--- src/rtl/stb_gen_pkg.sv ---
// stb_gen_pkg
// Shared types and helpers for the multi-channel strobe generator.
//   mode_e   : per-channel operating mode (2-bit)
//   MODE_RST : mode loaded into every channel at reset
//   eff_div  : effective divisor, a programmed 0 behaves as 1
package stb_gen_pkg;

    typedef enum logic [1:0] {
        MODE_OFF         = 2'd0,
        MODE_PERIODIC    = 2'd1,
        MODE_ONESHOT     = 2'd2,
        MODE_PERIODIC_DN = 2'd3
    } mode_e;

    localparam mode_e MODE_RST = MODE_PERIODIC;

    // Divisors are at most 32 bits wide; callers widen/truncate around this.
    function automatic logic [31:0] eff_div(input logic [31:0] div);
        return (div == 32'd0) ? 32'd1 : div;
    endfunction

endpackage

--- src/rtl/stb_gen_ch.sv ---
// stb_gen_ch
// One strobe channel: prescaler, mode register and wrapping event counter.
// Ports:
//   clk, rst      : clock, async active-low reset
//   en            : run enable (level)
//   wr            : accepted config write targeting this channel
//   div/mode/clr  : config payload (divisor, mode_e, clear event counter)
//   stb           : one-cycle strobe every D enabled cycles
//   evt           : event counter, updated the cycle after stb
//   running       : channel mode is not MODE_OFF
module stb_gen_ch
    import stb_gen_pkg::*;
#(
    parameter int DIV_W       = 27,
    parameter int DIV_DEFAULT = 100_000_000,
    parameter int EVT_W       = 4
) (
    input  logic             clk,
    input  logic             rst,
    input  logic             en,
    input  logic             wr,
    input  logic [DIV_W-1:0] div,
    input  logic [1:0]       mode,
    input  logic             clr,
    output logic             stb,
    output logic [EVT_W-1:0] evt,
    output logic             running
);

    logic [DIV_W-1:0] r_cnt, w_cnt_nxt;
    logic [DIV_W-1:0] r_div, w_div_nxt;
    mode_e            r_mode, w_mode_nxt;
    logic             r_stb, w_stb_nxt;
    logic [EVT_W-1:0] r_evt, w_evt_nxt;
    logic             r_run;
    logic [DIV_W-1:0] w_dm1;
    logic             w_last;

    assign w_dm1  = DIV_W'(eff_div(32'(r_div)) - 32'd1);
    assign w_last = (r_cnt == w_dm1);

    always_comb begin
        w_cnt_nxt  = r_cnt;
        w_div_nxt  = r_div;
        w_mode_nxt = r_mode;
        w_stb_nxt  = 1'b0;
        w_evt_nxt  = r_evt;

        // Event update trails the strobe by one cycle; direction follows
        // the mode in force on the update edge.
        if (r_stb) begin
            if (r_mode == MODE_PERIODIC_DN)
                w_evt_nxt = r_evt - EVT_W'(1);
            else
                w_evt_nxt = r_evt + EVT_W'(1);
        end

        if (wr) begin
            // Config write beats a strobe due this cycle; clear beats a
            // pending event update.
            w_div_nxt  = div;
            w_mode_nxt = mode_e'(mode);
            w_cnt_nxt  = '0;
            if (clr)
                w_evt_nxt = '0;
        end else if (r_mode != MODE_OFF && en) begin
            if (w_last) begin
                w_cnt_nxt = '0;
                w_stb_nxt = 1'b1;
                if (r_mode == MODE_ONESHOT)
                    w_mode_nxt = MODE_OFF;
            end else begin
                w_cnt_nxt = r_cnt + DIV_W'(1);
            end
        end
    end

    always_ff @(posedge clk or negedge rst) begin
        if (!rst) begin
            r_cnt  <= '0;
            r_div  <= DIV_W'(DIV_DEFAULT);
            r_mode <= MODE_RST;
            r_stb  <= 1'b0;
            r_evt  <= '0;
            r_run  <= 1'b1;
        end else begin
            r_cnt  <= w_cnt_nxt;
            r_div  <= w_div_nxt;
            r_mode <= w_mode_nxt;
            r_stb  <= w_stb_nxt;
            r_evt  <= w_evt_nxt;
            // Own flop so running drops on the same edge a one-shot fires.
            r_run  <= (w_mode_nxt != MODE_OFF);
        end
    end

    assign stb     = r_stb;
    assign evt     = r_evt;
    assign running = r_run;

endmodule

--- src/rtl/stb_gen_multi.sv ---
// stb_gen_multi
// N_CH independent programmable strobe generators with a shared
// valid/ready configuration port.
// Ports:
//   clk, rst   : clock, async active-low reset
//   en         : per-channel run enable
//   cfg_valid  : config write request; cfg_ready accepts it
//   cfg_ch     : target channel (values >= N_CH are accepted and dropped)
//   cfg_div    : divisor, 0 behaves as 1
//   cfg_mode   : stb_gen_pkg::mode_e
//   cfg_clr    : clear target event counter
//   stb        : per-channel one-cycle strobes
//   evt_cnt    : packed event counters, channel i at [i*EVT_W +: EVT_W]
//   running    : per-channel mode != MODE_OFF
module stb_gen_multi
    import stb_gen_pkg::*;
#(
    parameter int  N_CH        = 4,
    parameter int  DIV_W       = 27,
    parameter int  DIV_DEFAULT = 100_000_000,
    parameter int  EVT_W       = 4,
    localparam int CH_W        = (N_CH > 1) ? $clog2(N_CH) : 1
) (
    input  logic                  clk,
    input  logic                  rst,
    input  logic [N_CH-1:0]       en,
    input  logic                  cfg_valid,
    output logic                  cfg_ready,
    input  logic [CH_W-1:0]       cfg_ch,
    input  logic [DIV_W-1:0]      cfg_div,
    input  logic [1:0]            cfg_mode,
    input  logic                  cfg_clr,
    output logic [N_CH-1:0]       stb,
    output logic [N_CH*EVT_W-1:0] evt_cnt,
    output logic [N_CH-1:0]       running
);

    logic            r_rdy;
    logic            w_acc;
    logic [N_CH-1:0] w_wr;

    // Ready rises on the first edge after reset release and stays high.
    always_ff @(posedge clk or negedge rst) begin
        if (!rst)
            r_rdy <= 1'b0;
        else
            r_rdy <= 1'b1;
    end

    assign cfg_ready = r_rdy;
    assign w_acc     = cfg_valid && r_rdy;

    for (genvar g = 0; g < N_CH; g++) begin : g_ch
        assign w_wr[g] = w_acc && (cfg_ch == CH_W'(g));

        stb_gen_ch #(
            .DIV_W       (DIV_W),
            .DIV_DEFAULT (DIV_DEFAULT),
            .EVT_W       (EVT_W)
        ) u_ch (
            .clk     (clk),
            .rst     (rst),
            .en      (en[g]),
            .wr      (w_wr[g]),
            .div     (cfg_div),
            .mode    (cfg_mode),
            .clr     (cfg_clr),
            .stb     (stb[g]),
            .evt     (evt_cnt[g*EVT_W +: EVT_W]),
            .running (running[g])
        );
    end

endmodule

--- config.mk ---
export PLATFORM = sky130hd
export DESIGN_NAME = stb_gen_multi
export DESIGN_NICKNAME = d
export VERILOG_FILES = /design/src/rtl/stb_gen_pkg.sv /design/src/rtl/stb_gen_ch.sv /design/src/rtl/stb_gen_multi.sv
export SDC_FILE = /design/constraint.sdc
export NUM_CORES = 1
export LEC_CHECK = 0
export BUFFER_PORTS_ARGS = -buffer_cell sky130_fd_sc_hd__buf_2
export CAP_MARGIN = 10
export CELL_PAD_IN_SITES_DETAIL_PLACEMENT = 1
export CELL_PAD_IN_SITES_GLOBAL_PLACEMENT = 1
export CORE_MARGIN = 2
export CORE_UTILIZATION = 40
export CTS_BUF_LIST = sky130_fd_sc_hd__clkbuf_4 sky130_fd_sc_hd__clkbuf_8
export CTS_CLUSTER_SIZE = 24
export DETAILED_ROUTE_END_ITERATION = 12
export PLACE_DENSITY_LB_ADDON = 0.1
export RECOVER_POWER = 50
export SLEW_MARGIN = 20
export SYNTH_ARGS = -nofsm -noshare
export SYNTH_HDL_FRONTEND = slang
export SYNTH_HIERARCHICAL = 1
export SYNTH_SLANG_ARGS = --single-unit
export TNS_END_PERCENT = 1
--- constraint.sdc ---
create_clock -name clk -period 3.7 [get_ports clk]
set_clock_uncertainty 0.05 [all_clocks]
set_input_delay 0.925 -clock clk [delete_from_list [all_inputs] [get_ports clk]]
set_output_delay 0.925 -clock clk [all_outputs]
set_load 0.05 [all_outputs]
==> impl_metrics.yaml <==
sta:
  clock.fmax_mhz: 247
  setup_ws_ps: -342
  setup_violations: 87
  holdWs_ps: 513
  final-hold-violation-count: 0
  setup_tns_ps: -11340
  rsz0062_at_grt: "yes"
  slew_headroom: -0.190
  maxSlewViolCount: 133
  tightest_slew_ps: 1790
  period_minus_slack_ps: 4040
  finalCritPeriodShare: 1.09
critical_path:
  crit_required_ps: 4150
  critPathKind: "flop to flop"
  endpoint: "g_ch[2].u_ch/r_mode[1]$_DFF_PN0_"
  reg2reg_slack_ps: -340
  rr_worst_depth: 15
  r2r_end: "g_ch[2].u_ch/r_mode[1]$_DFF_PN0_"
  cp.arrival_ps: 4490
  startpoint: "g_ch[2].u_ch/r_div[9]$_DFFE_PN0P_"
  critPathLaunchType: "flop"
  cp_max_fo: 3
  end_kind: "flop"
  r2r_start: "g_ch[2].u_ch/r_div[9]$_DFFE_PN0P_"
final_layout:
  final_nets: 1984
  postLayoutCoreUtil: 0.492
  area_delta_synth_final_pct: 21.4
  fin_cells: 2487
  diodes: 0
  layout-drive-gt1-share: 0.322
synthesis:
  synth.area.top_cells: "dfrtp_1 30%, dfstp_2 9.1%, mux2_2 7.6%"
  synth_edf_count: 0
  syn_area_per_cell_um2: 9.58
  syn_nets: 1741
  yosysTopAreaCell: "dfrtp_1"
  seq_area_frac_synth: 0.391
  synth.top_cell.area_share: 0.300
  synth_cell_types: 105
  ys_ff_latch: 249
  synth-async-reset-ratio: 1.00
  ys_warn_count: 6
  postSynthCellCount: 1682
  synthFlopType: "dfrtp_1"
  synth_area_um2: 16100
power_and_ir_drop:
  switchingPower_w: 0.00356
  powerDensity_nw_per_um2: 512
  p_seq_frac: 0.369
  peakVddDrop_mv: 0.262
  power.static_leakage_nw: 8.12
  switching_share: 0.355
  pwr-share-clk: 0.293
  p_int_w: 0.00646
  combPwrFrac: 0.338
min_path:
  whs_path_depth: 2
  hp-class: "flop to flop"
global_routing:
  grt_max_degree: 68
  grt_pass1_wl_um: 83200
  grt_pass1_vias: 14833
  antenna_found_initial: 3
  grt_usage: 0.254
  grt.overflow.total: 0
placed_design:
  port_buffers: 63
  dp_hpwl_um: 38500
  gp_congestion: 0.864
  dp.cells: 2398
die:
  die_y_um: 205
  io_pins: 64
  dieArea_um2: 41900
  start_util: 0.405
  placementRows: 73
  die_w_um: 205
  core-area_um2: 39700
clocking:
  clkSinkCount: 249
  cts_htree_levels: 2
  clock_latency_ps: 620
  numCtsBuffers: 47
  path_clk_slew_ps: 60
  cts_tree: "yes"
  cts-root-buf: "clkbuf_8"
  clockBufferDepth: 3
detailed_routing:
  drc: 0
  first_pass_iters: 4
  via_per_inst: 5.60
  postRouteAntennaNets: 0
  routedWlPerCell_um: 20.9
  vias: 13938
  first_iter_violations: 670
  drt_wl_total_um: 52100
outcome:
  status: "finished with violations"
  violations: "max-capacitance violations, max-slew violations, negative setup slack"
job:
  drv_cap: 2
[timing repair]
item	in CTS	in global routing
gates resized for setup	25	21
pin swaps	17	8
setup buffers	3	0
hold endpoints to repair	0	0
setup endpoints to repair	115	120
hold buffers	0	0
[cells in the mapped netlist, types with 12 or more instances]
library cell	n
dfrtp_1	193
nor2_1	153
nand2_1	127
xor2_1	111
mux2_2	109
xnor2_1	95
o21ai_0	66
nand3_1	64
a21oi_1	56
dfstp_2	56
clkbuf_1	51
nor3_1	44
nand4_1	40
nor4_1	40
inv_1	35
nor2_2	21
nand2b_1	20
nor4b_1	19
or3_1	19
mux2i_1	17
or4_1	17
and3_1	16
ha_1	16
nor2b_1	15
and4_1	14
nand3b_1	13
a21o_1	12
o211ai_1	12
[registers in the layout, indices dropped and copies added, names as in the netlist]
name / flops
g_ch.u_ch/r_mode: 8
g_ch.u_ch/evt: 16
g_ch.u_ch/running: 4
g_ch.u_ch/r_cnt: 108
cfg_ready: 1
g_ch.u_ch/stb: 4
g_ch.u_ch/r_div: 108
[through the flow]
stage                     worst slack (ps)  cell area, µm²  total power, W
final                                 -342           19500          0.0100
after global routing                  -511           19500          0.0106
after CTS                             -345           19500          0.0101
after detailed placement              -494           18400         0.00702
after global placement                -373           18400         0.00689
after floorplan                       -238           16100         0.00567
[cell usage in the layout (no fill, tap or decap), types with 40 or more instances in the layout]
master	instances
buf_2	62
a21oi_1	55
mux2_2	109
o21ai_0	62
nand4_1	40
buf_4	201
xnor2_1	95
nor2_1	149
nor3_1	42
nand2_1	126
xor2_1	111
dfrtp_1	193
clkbuf_8	60
dfstp_2	56
nand3_1	64
[logic make-up after synthesis]
kind of cell,count (synthesis),synth area share
adder cells (fa/ha/maj),20,0.0174
XOR/XNOR,206,0.112
other,1,0.000233
AO/OA/AOI/OAI,262,0.110
buffers and inverters,114,0.0329
flip-flops,249,0.391
multiplexers,127,0.0875
AND/OR/NAND/NOR,703,0.248
[power by group through the flow]
stage	Combinational [W]	Clock, W	Sequential [W]
after floorplan	0.00183	0	0.00384
after global placement	0.00320	0	0.00369
after detailed placement	0.00329	0	0.00372
after CTS	0.00336	0.00304	0.00369
after global routing	0.00372	0.00315	0.00376
final	0.00339	0.00293	0.00370
[critical path, cell delays in order, from the launching register on]
cell	delay (ps)
dfrtp_1	380
or4_4	540
or3_4	340
or2_4	250
nor2_4	90
a21oi_2	60
ha_2	200
nor2b_1	120
or3_1	320
a31oi_2	210
nand4_1	150
or3_4	430
nor4_4	250
buf_4	160
nand4b_1	160
o21a_1	230
[final cells by class]
| cell class | instances | area (µm²) |
|---|---|---|
| clock inverters | 2 | 10.0 |
| fillers | 4564 | 20200 |
| flip-flops and latches | 249 | 6300 |
| well taps | 525 | 657 |
| inverters | 35 | 131 |
| clock buffers | 84 | 1010 |
| repair buffers | 273 | 1940 |
| multi-input cells | 1319 | 9500 |
[worst min path at each step]
stage	startpoint	endpoint	slack, ps
floorplan	g_ch[3].u_ch/r_div[26]$_DFFE_PN1P_	g_ch[3].u_ch/r_div[26]$_DFFE_PN1P_	470
global placement	g_ch[3].u_ch/r_mode[0]$_DFF_PN1_	g_ch[3].u_ch/running$_DFF_PN1_	500
detailed placement	g_ch[3].u_ch/evt[3]$_DFF_PN0_	g_ch[3].u_ch/evt[3]$_DFF_PN0_	500
CTS	rst	g_ch[3].u_ch/r_cnt[17]$_DFFE_PN0P_	180
global route	g_ch[1].u_ch/r_cnt[5]$_DFFE_PN0P_	g_ch[1].u_ch/r_cnt[5]$_DFFE_PN0P_	560
finish	g_ch[3].u_ch/evt[3]$_DFF_PN0_	g_ch[3].u_ch/evt[3]$_DFF_PN0_	510
[metal layers]
layer / share of wire / track usage / up-vias
li1: - / - / 6574
met1: 0.45 / 0.335 / 7078
met2: 0.49 / 0.432 / 217
met3: 0.035 / 0.0317 / 69
met4: 0.024 / 0.0795 / 0
met5: 0 / 0 / -
Power figures use the tool's default switching activity.
